$ cat src/rtl/alu_mc_if.sv
// Handshake/bus bundle for the multi-cycle ALU.
//   master side (ALU control): drives start, gin, a, b; observes ready, done,
//                              sum and the Z/N/V flags.
//   slave side  (alu_mc):      the mirror image.
interface alu_mc_if #(
    parameter int WIDTH = 32
);
    logic             start;   // request, accepted only while ready=1
    logic [2:0]       gin;     // ALU control encoding
    logic [WIDTH-1:0] a;       // operand A
    logic [WIDTH-1:0] b;       // operand B
    logic             ready;   // IDLE or DONE: a new start is accepted
    logic             done;    // one-cycle completion pulse
    logic [WIDTH-1:0] sum;     // result, held until the next completion
    logic             zout;    // sum == 0
    logic             nout;    // sum[WIDTH-1]
    logic             vout;    // overflow (ADD/SUB/MUL only)

    modport master (
        output start, gin, a, b,
        input  ready, done, sum, zout, nout, vout
    );

    modport slave (
        input  start, gin, a, b,
        output ready, done, sum, zout, nout, vout
    );
endinterface

$ cat src/rtl/alu_mc.sv
// Multi-cycle ALU with registered Z/N/V flags.
//   clk    : rising-edge clock
//   rst_n  : asynchronous active-low reset; abandons any in-flight operation
//   bus    : alu_mc_if slave port (start/gin/a/b in, ready/done/sum/flags out)
// Single-cycle ops (AND, OR, ADD, PASS, SUB, SLT) complete on the accepting
// edge. SLLV shifts one bit per BUSY cycle; MUL is an unsigned shift-add
// consuming one multiplier bit per BUSY cycle. Result and flags are written
// only on the edge that enters DONE.
module alu_mc #(
    parameter int WIDTH  = 32,
    parameter bit MUL_EN = 1'b1
) (
    input  logic     clk,
    input  logic     rst_n,
    alu_mc_if.slave  bus
);
    localparam int SW = $clog2(WIDTH);
    localparam int CW = SW + 1;

    localparam logic [2:0] OP_AND  = 3'b000;
    localparam logic [2:0] OP_OR   = 3'b001;
    localparam logic [2:0] OP_ADD  = 3'b010;
    localparam logic [2:0] OP_SLLV = 3'b011;
    localparam logic [2:0] OP_PASS = 3'b100;
    localparam logic [2:0] OP_MUL  = 3'b101;
    localparam logic [2:0] OP_SUB  = 3'b110;
    localparam logic [2:0] OP_SLT  = 3'b111;

    typedef enum logic [1:0] {
        S_IDLE = 2'd0,
        S_BUSY = 2'd1,
        S_DONE = 2'd2
    } state_t;

    state_t             r_state;
    logic [2:0]         r_op;
    logic [SW-1:0]      r_shamt;
    logic [CW-1:0]      r_cnt;
    logic [WIDTH-1:0]   r_acc;       // SLLV working value
    logic [2*WIDTH-1:0] r_prod;      // MUL partial product
    logic [2*WIDTH-1:0] r_mcand;     // MUL multiplicand, shifted left each step
    logic [WIDTH-1:0]   r_mplier;    // MUL multiplier, shifted right each step
    logic [WIDTH-1:0]   r_sum;
    logic               r_zout;
    logic               r_nout;
    logic               r_vout;
    logic               r_done;
    logic               r_ready;

    logic [WIDTH-1:0]   w_add;
    logic [WIDTH-1:0]   w_sub;
    logic               w_add_v;
    logic               w_sub_v;
    logic [SW-1:0]      w_shamt_in;
    logic [WIDTH-1:0]   w_quick_res;
    logic               w_quick_v;
    logic [WIDTH-1:0]   w_shl;
    logic [2*WIDTH-1:0] w_prod_next;
    logic               w_sllv_last;
    logic               w_mul_last;

    // Result of an op that finishes on the accepting edge, taken straight
    // from the bus so it can be registered together with the operand latch.
    always_comb begin
        w_add      = bus.a + bus.b;
        w_sub      = bus.a + ~bus.b + WIDTH'(1);
        w_add_v    = (bus.a[WIDTH-1] == bus.b[WIDTH-1]) &&
                     (w_add[WIDTH-1] != bus.a[WIDTH-1]);
        w_sub_v    = (bus.a[WIDTH-1] != bus.b[WIDTH-1]) &&
                     (w_sub[WIDTH-1] != bus.a[WIDTH-1]);
        w_shamt_in = bus.b[SW-1:0];
        w_quick_res = '0;
        w_quick_v   = 1'b0;
        case (bus.gin)
            OP_AND:  w_quick_res = bus.a & bus.b;
            OP_OR:   w_quick_res = bus.a | bus.b;
            OP_ADD:  begin w_quick_res = w_add; w_quick_v = w_add_v; end
            OP_SUB:  begin w_quick_res = w_sub; w_quick_v = w_sub_v; end
            // True signed less-than: the subtraction sign is wrong exactly
            // when the subtraction overflowed.
            OP_SLT:  w_quick_res = {{(WIDTH-1){1'b0}}, w_sub[WIDTH-1] ^ w_sub_v};
            OP_PASS: w_quick_res = bus.a;
            OP_SLLV: w_quick_res = bus.a;   // only reached with shamt == 0
            default: w_quick_res = '0;      // MUL with the multiplier disabled
        endcase
    end

    always_comb begin
        w_shl       = r_acc << 1;
        w_prod_next = r_prod + (r_mplier[0] ? r_mcand : '0);
        w_sllv_last = (r_cnt == ({1'b0, r_shamt} - CW'(1)));
        w_mul_last  = (r_cnt == CW'(WIDTH - 1));
    end

    always_ff @(posedge clk or negedge rst_n) begin
        if (!rst_n) begin
            r_state  <= S_IDLE;
            r_op     <= OP_AND;
            r_shamt  <= '0;
            r_cnt    <= '0;
            r_acc    <= '0;
            r_prod   <= '0;
            r_mcand  <= '0;
            r_mplier <= '0;
            r_sum    <= '0;
            r_zout   <= 1'b0;
            r_nout   <= 1'b0;
            r_vout   <= 1'b0;
            r_done   <= 1'b0;
            r_ready  <= 1'b1;
        end else begin
            case (r_state)
                S_IDLE, S_DONE: begin
                    r_done  <= 1'b0;
                    r_ready <= 1'b1;
                    r_state <= S_IDLE;
                    if (bus.start) begin
                        r_op    <= bus.gin;
                        r_shamt <= w_shamt_in;
                        r_cnt   <= '0;
                        if (bus.gin == OP_SLLV && w_shamt_in != '0) begin
                            r_acc   <= bus.a;
                            r_ready <= 1'b0;
                            r_state <= S_BUSY;
                        end else if (bus.gin == OP_MUL && MUL_EN) begin
                            r_prod   <= '0;
                            r_mcand  <= {{WIDTH{1'b0}}, bus.a};
                            r_mplier <= bus.b;
                            r_ready  <= 1'b0;
                            r_state  <= S_BUSY;
                        end else begin
                            r_sum   <= w_quick_res;
                            r_zout  <= (w_quick_res == '0);
                            r_nout  <= w_quick_res[WIDTH-1];
                            r_vout  <= w_quick_v;
                            r_done  <= 1'b1;
                            r_state <= S_DONE;
                        end
                    end
                end
                S_BUSY: begin
                    r_cnt <= r_cnt + CW'(1);
                    if (r_op == OP_SLLV) begin
                        r_acc <= w_shl;
                        if (w_sllv_last) begin
                            r_sum   <= w_shl;
                            r_zout  <= (w_shl == '0);
                            r_nout  <= w_shl[WIDTH-1];
                            r_vout  <= 1'b0;
                            r_done  <= 1'b1;
                            r_ready <= 1'b1;
                            r_state <= S_DONE;
                        end
                    end else begin
                        r_prod   <= w_prod_next;
                        r_mcand  <= r_mcand << 1;
                        r_mplier <= r_mplier >> 1;
                        if (w_mul_last) begin
                            r_sum   <= w_prod_next[WIDTH-1:0];
                            r_zout  <= (w_prod_next[WIDTH-1:0] == '0);
                            r_nout  <= w_prod_next[WIDTH-1];
                            r_vout  <= |w_prod_next[2*WIDTH-1:WIDTH];
                            r_done  <= 1'b1;
                            r_ready <= 1'b1;
                            r_state <= S_DONE;
                        end
                    end
                end
                default: begin
                    r_state <= S_IDLE;
                    r_done  <= 1'b0;
                    r_ready <= 1'b1;
                end
            endcase
        end
    end

    assign bus.ready = r_ready;
    assign bus.done  = r_done;
    assign bus.sum   = r_sum;
    assign bus.zout  = r_zout;
    assign bus.nout  = r_nout;
    assign bus.vout  = r_vout;
endmodule

$ cat src/flat_wrapper.sv
// flat-port wrapper written by rule: the top's interface ports become plain ports
module alu_mc_flat 
#(
    parameter int WIDTH  = 32,
    parameter bit MUL_EN = 1'b1
)
  (clk, rst_n, bus_start, bus_gin, bus_a, bus_b, bus_ready, bus_done, bus_sum, bus_zout, bus_nout, bus_vout);
  alu_mc_if #(.WIDTH(WIDTH)) bus_i ();
  input  logic clk;
  input  logic rst_n;
  input wire logic [$bits(bus_i.start)-1:0] bus_start;
  input wire logic [$bits(bus_i.gin)-1:0] bus_gin;
  input wire logic [$bits(bus_i.a)-1:0] bus_a;
  input wire logic [$bits(bus_i.b)-1:0] bus_b;
  output wire logic [$bits(bus_i.ready)-1:0] bus_ready;
  output wire logic [$bits(bus_i.done)-1:0] bus_done;
  output wire logic [$bits(bus_i.sum)-1:0] bus_sum;
  output wire logic [$bits(bus_i.zout)-1:0] bus_zout;
  output wire logic [$bits(bus_i.nout)-1:0] bus_nout;
  output wire logic [$bits(bus_i.vout)-1:0] bus_vout;
  assign bus_i.start = bus_start;
  assign bus_i.gin = bus_gin;
  assign bus_i.a = bus_a;
  assign bus_i.b = bus_b;
  assign bus_ready = bus_i.ready;
  assign bus_done = bus_i.done;
  assign bus_sum = bus_i.sum;
  assign bus_zout = bus_i.zout;
  assign bus_nout = bus_i.nout;
  assign bus_vout = bus_i.vout;
  alu_mc #(.WIDTH(WIDTH), .MUL_EN(MUL_EN)) u_core (.clk(clk), .rst_n(rst_n), .bus(bus_i));
endmodule
$ cat config.mk
export PLATFORM = sky130hd
export DESIGN_NAME = alu_mc_flat
export DESIGN_NICKNAME = d
export VERILOG_FILES = /design/src/rtl/alu_mc_if.sv /design/src/rtl/alu_mc.sv /design/src/flat_wrapper.sv
export SDC_FILE = /design/constraint.sdc
export NUM_CORES = 1
export LEC_CHECK = 0
export BUFFER_PORTS_ARGS = -buffer_cell sky130_fd_sc_hd__buf_4
export CAP_MARGIN = 20
export CELL_PAD_IN_SITES_DETAIL_PLACEMENT = 1
export CELL_PAD_IN_SITES_GLOBAL_PLACEMENT = 2
export CORE_MARGIN = 5
export CORE_UTILIZATION = 41
export CTS_CLUSTER_SIZE = 10
export DETAILED_ROUTE_END_ITERATION = 6
export HOLD_SLACK_MARGIN = 0.15
export PLACE_DENSITY_LB_ADDON = 0.15
export RECOVER_POWER = 100
export SLEW_MARGIN = 20
export SYNTH_ARGS = -nofsm -noshare
export SYNTH_HDL_FRONTEND = slang
export SYNTH_SLANG_ARGS = --single-unit
$ cat constraint.sdc
create_clock -name clk -period 7 [get_ports clk]
set_input_delay 1.75 -clock clk [delete_from_list [all_inputs] [get_ports clk]]
set_output_delay 1.75 -clock clk [all_outputs]
set_load 0.05 [all_outputs]
==> metrics.md <==
| Metric | Value |
|---|---|
| Status | `finished, violations left` |
| Failing checks | `capacitance limit, slew limit` |
| Yosys top cell area share | `29.7%` |
| Largest net degree at the start of global routing | `167` |
| Router iterations before antenna repair | `5` |
| Fillers | `about 6000` |
| Crit path arrival time | `7120 ps` |
| Ant diodes | `0` |
| Total of max-cap violations | `6` |
| Total track usage | `between 20% and 30%` |
| Placed cell areas | `0.0218 sq mm` |
| Period minus WS final | `6630 ps` |
| Pwr Density | `345 mW/mm^2` |
| Vias in the first global route | `between 20000 and 25000` |
| Cts repair resizes | `0` |
| Core area | `around 0.05 sq mm` |
| TritonCTS clock tree | `yes` |
| Slowest stage delay, CP | `470 ps` |
| Final worst setup slack | `about 370 ps` |
| Number of nets in the layout | `2873` |
| VDD IR max | `0.000230 V` |
| Area growth syn-to-layout | `11.8%` |
| DR vias/cell | `~6.0` |
| Clock-pin transition on the worst setup and hold timing paths | `50 ps` |
| EDFF count, synth | `0` |
| Commonest non-fill, non-tap cells in the layout | `nand2_1, a21oi_1, dfrtp_1, nor2_1, o21ai_0` |
| Routed wire per std cell | `around 24 microns` |
| WP depth | `26` |
| Worst r2r src | `u_core.r_mplier[0]` |
| Place WS | `-66.8 ps` |
| Root Driver | `clkbuf_16` |
| Crit-path leading delay family | `simple AND/OR/NAND/NOR gates` |
| Initial Util | `41.4%` |
| Slew Limit Headroom | `-177%` |
| Count of final max-slew check failures | `about 340` |
| Die area | `0.0540 sq mm` |
| Leakage | `10.3 nW` |
| Initial antenna violation count | `0` |
| Area of the multi-input gates | `around 0.013 sq mm` |
| Synth Cell Area | `0.0203 sq mm` |
| Post-route cell area | `~0.023 sq mm` |
| CTS sink count | `242` |
| Warnings from Yosys | `0` |
| Worst-Margin Slew | `~4200 ps` |
| Setup crit end kind | `flop` |
| Placer's final routability congestion estimate | `just over 0.9` |
| Main synth FF type | `dfrtp_1` |
| Final worst path period share | `94.8%` |
| Std cell rows | `81` |
| Post-route ant nets | `0` |
| RSZ-0062 raised after global routing | `no` |
| Setup crit start | `bus_b[1]` |
| Critical path data required time | `7480 ps` |
| FFs w/ async S/R, synth | `100%` |
| CTS Hold Bufs | `0` |
| Worst skew pair latency | `560 ps` |
| Crit path to | `u_core.bus.zout` |
| Synthesized area per cell | `about 7.8 sq um` |
| Worst r2r dst | `u_core.bus.vout` |
| Hpwl dp | `60600 microns` |
| Top cells by area, synth | `dfrtp_1, ha_1, a21oi_1` |
| Routed Wire Length | `79400 microns` |
| Worst Path Buf+Inv | `2` |
| Crit Path Category | `in2reg` |
| FF/Latch Area | `about 0.0061 sq mm` |
| Synth Register Bits | `242` |
| Via Count | `~20000` |
| # port buffers | `~110` |
| Most common cell after layout, fill and taps aside | `nand2_1` |
| Die X | `around 230 microns` |
| Setup Skew | `24.8 ps` |
| Total gr overflow | `0` |
| TNS Setup | `0 ps` |
| CP max-delay cell | `or4_1` |
| CP startpoint kind | `input port` |
| Most used cell, CP | `o21ai_0` |
| Crit-path max FO | `3` |
| H-tree depth | `2` |
| Num CTS Buffers | `34` |
| Seq/Total Area, Yosys | `29.9%` |
| Distinct cells, synth | `92` |
| Drc violations | `0` |
| Mapped Nets | `2829` |
| Final Hold Fails | `0` |
| Fraction of layout cells with a size suffix above 1 | `between 7 and 8%` |
| Die H | `232 microns` |
| Setup bufs post-CTS | `0` |
| Final-report setup violation count | `0` |
| Cells after Synth | `2587` |
| Power, Total | `roughly 7.8 mW` |
| R2r setup slk | `roughly 1500 ps` |
| Synth area leader | `dfrtp_1` |
| IO Count | `~110` |
| DRT iter0 DRCs | `1255` |
| Max clock buf depth | `3` |
| Global-route wire length before repair | `roughly 120000 microns` |
| Hold crit path type | `reg2reg` |
| FF-to-FF path depth | `15` |
| Fmax | `151 MHz` |
## metrics by stage
step	util (%)	instances	hold WS, ps
floorplan	-	2587	446
finish	46.3	3315	482
CTS	46.8	3315	488
global route	46.3	3315	504
global placement	44.5	3259	462
detailed placement	44.5	3259	474
## power breakdown
group	total [mW]	switching, mW	internal [mW]
sequential	2.35	0.433	1.91
combinational	3.74	2.62	1.12
clock	1.73	0.701	1.03
total	7.82	3.75	4.07
## registers in the layout, summed over array words and instances (netlist names)
register and count:
u_core.bus.done 1, u_core.bus.nout 1, u_core.r_shamt 5, u_core.r_state 1, u_core.bus.sum 31, u_core.r_acc 31, u_core.r_mplier 32, u_core.bus.ready 1
u_core.r_cnt 6, u_core.r_mcand 64, u_core.bus.vout 1, u_core.bus.zout 1, u_core.r_prod 64, u_core.r_op 3
## how the worst min path moves through the flow
| stage | start | endpoint | cells after the start |
|---|---|---|---|
| final | u_core.r_mplier[6] | u_core.r_mplier[6] | 2 |
| after detailed placement | u_core.bus.sum[28] | u_core.bus.sum[28] | 1 |
| after global routing | u_core.r_mplier[10] | u_core.r_mplier[10] | 2 |
| after floorplan | u_core.r_op[0] | u_core.r_op[0] | 2 |
| after CTS | u_core.r_mplier[24] | u_core.r_mplier[24] | 2 |
| after global placement | u_core.r_mplier[2] | u_core.r_mplier[2] | 2 |
## synthesized netlist by cell type, drive strengths merged, types with 23 or more instances
cell type  number
xnor2          57
a21oi         284
nor2          227
nor3           42
ha            168
nor4           27
mux2i          28
nand4          37
a21o           35
o211ai         23
nand3          55
a211oi         32
buf            26
xor2           34
clkbuf        131
dfrtp         241
a22o           85
o21ai         218
inv           139
and2           75
nand2         296
## layer usage
| layer | routed length, microns | part of all wire, % | global-route usage [%] | vias to the layer above |
|---|---|---|---|---|
| met5 | 0 | 0 | 0 | - |
| met1 | 36100 | 45 | 39.0 | 10000 |
| met2 | 38400 | 48 | 49.6 | 393 |
| met4 | 2230 | 2.8 | 7.18 | 0 |
| li1 | - | - | - | 9361 |
| met3 | 2660 | 3.4 | 3.38 | 108 |
## worst register-to-register path: cells and delay by family, from the launching register on
kind / cells / cell delay, ps
AO/OA/AOI/OAI: 5 / 1470
adder cells (fa/ha/maj): 1 / 310
buffers and inverters: 1 / 500
flip-flops: 1 / 350
multiplexers: 1 / 260
AND/OR/NAND/NOR: 7 / 2520
## kinds of logic after synthesis
group | share of synthesized area (%)
AND/OR/NAND/NOR | 20.3
XOR/XNOR | 3.93
multiplexers | 1.71
flip-flops | 29.9
adder cells (fa/ha/maj) | 10.8
buffers and inverters | 5.64
AO/OA/AOI/OAI | 27.8
## layout make-up
| type | count | share of cell area [%] |
|---|---|---|
| inverters | 139 | 2.30 |
| repair buffers | 165 | 4.67 |
| clock buffers | 46 | 4.22 |
| flip-flops and latches | 242 | 26.7 |
| clock inverters | 10 | 0.579 |
| well taps | 664 | 3.66 |
| multi-input cells | 2049 | 57.8 |
No activity file was read; power rests on OpenSTA's default activity.
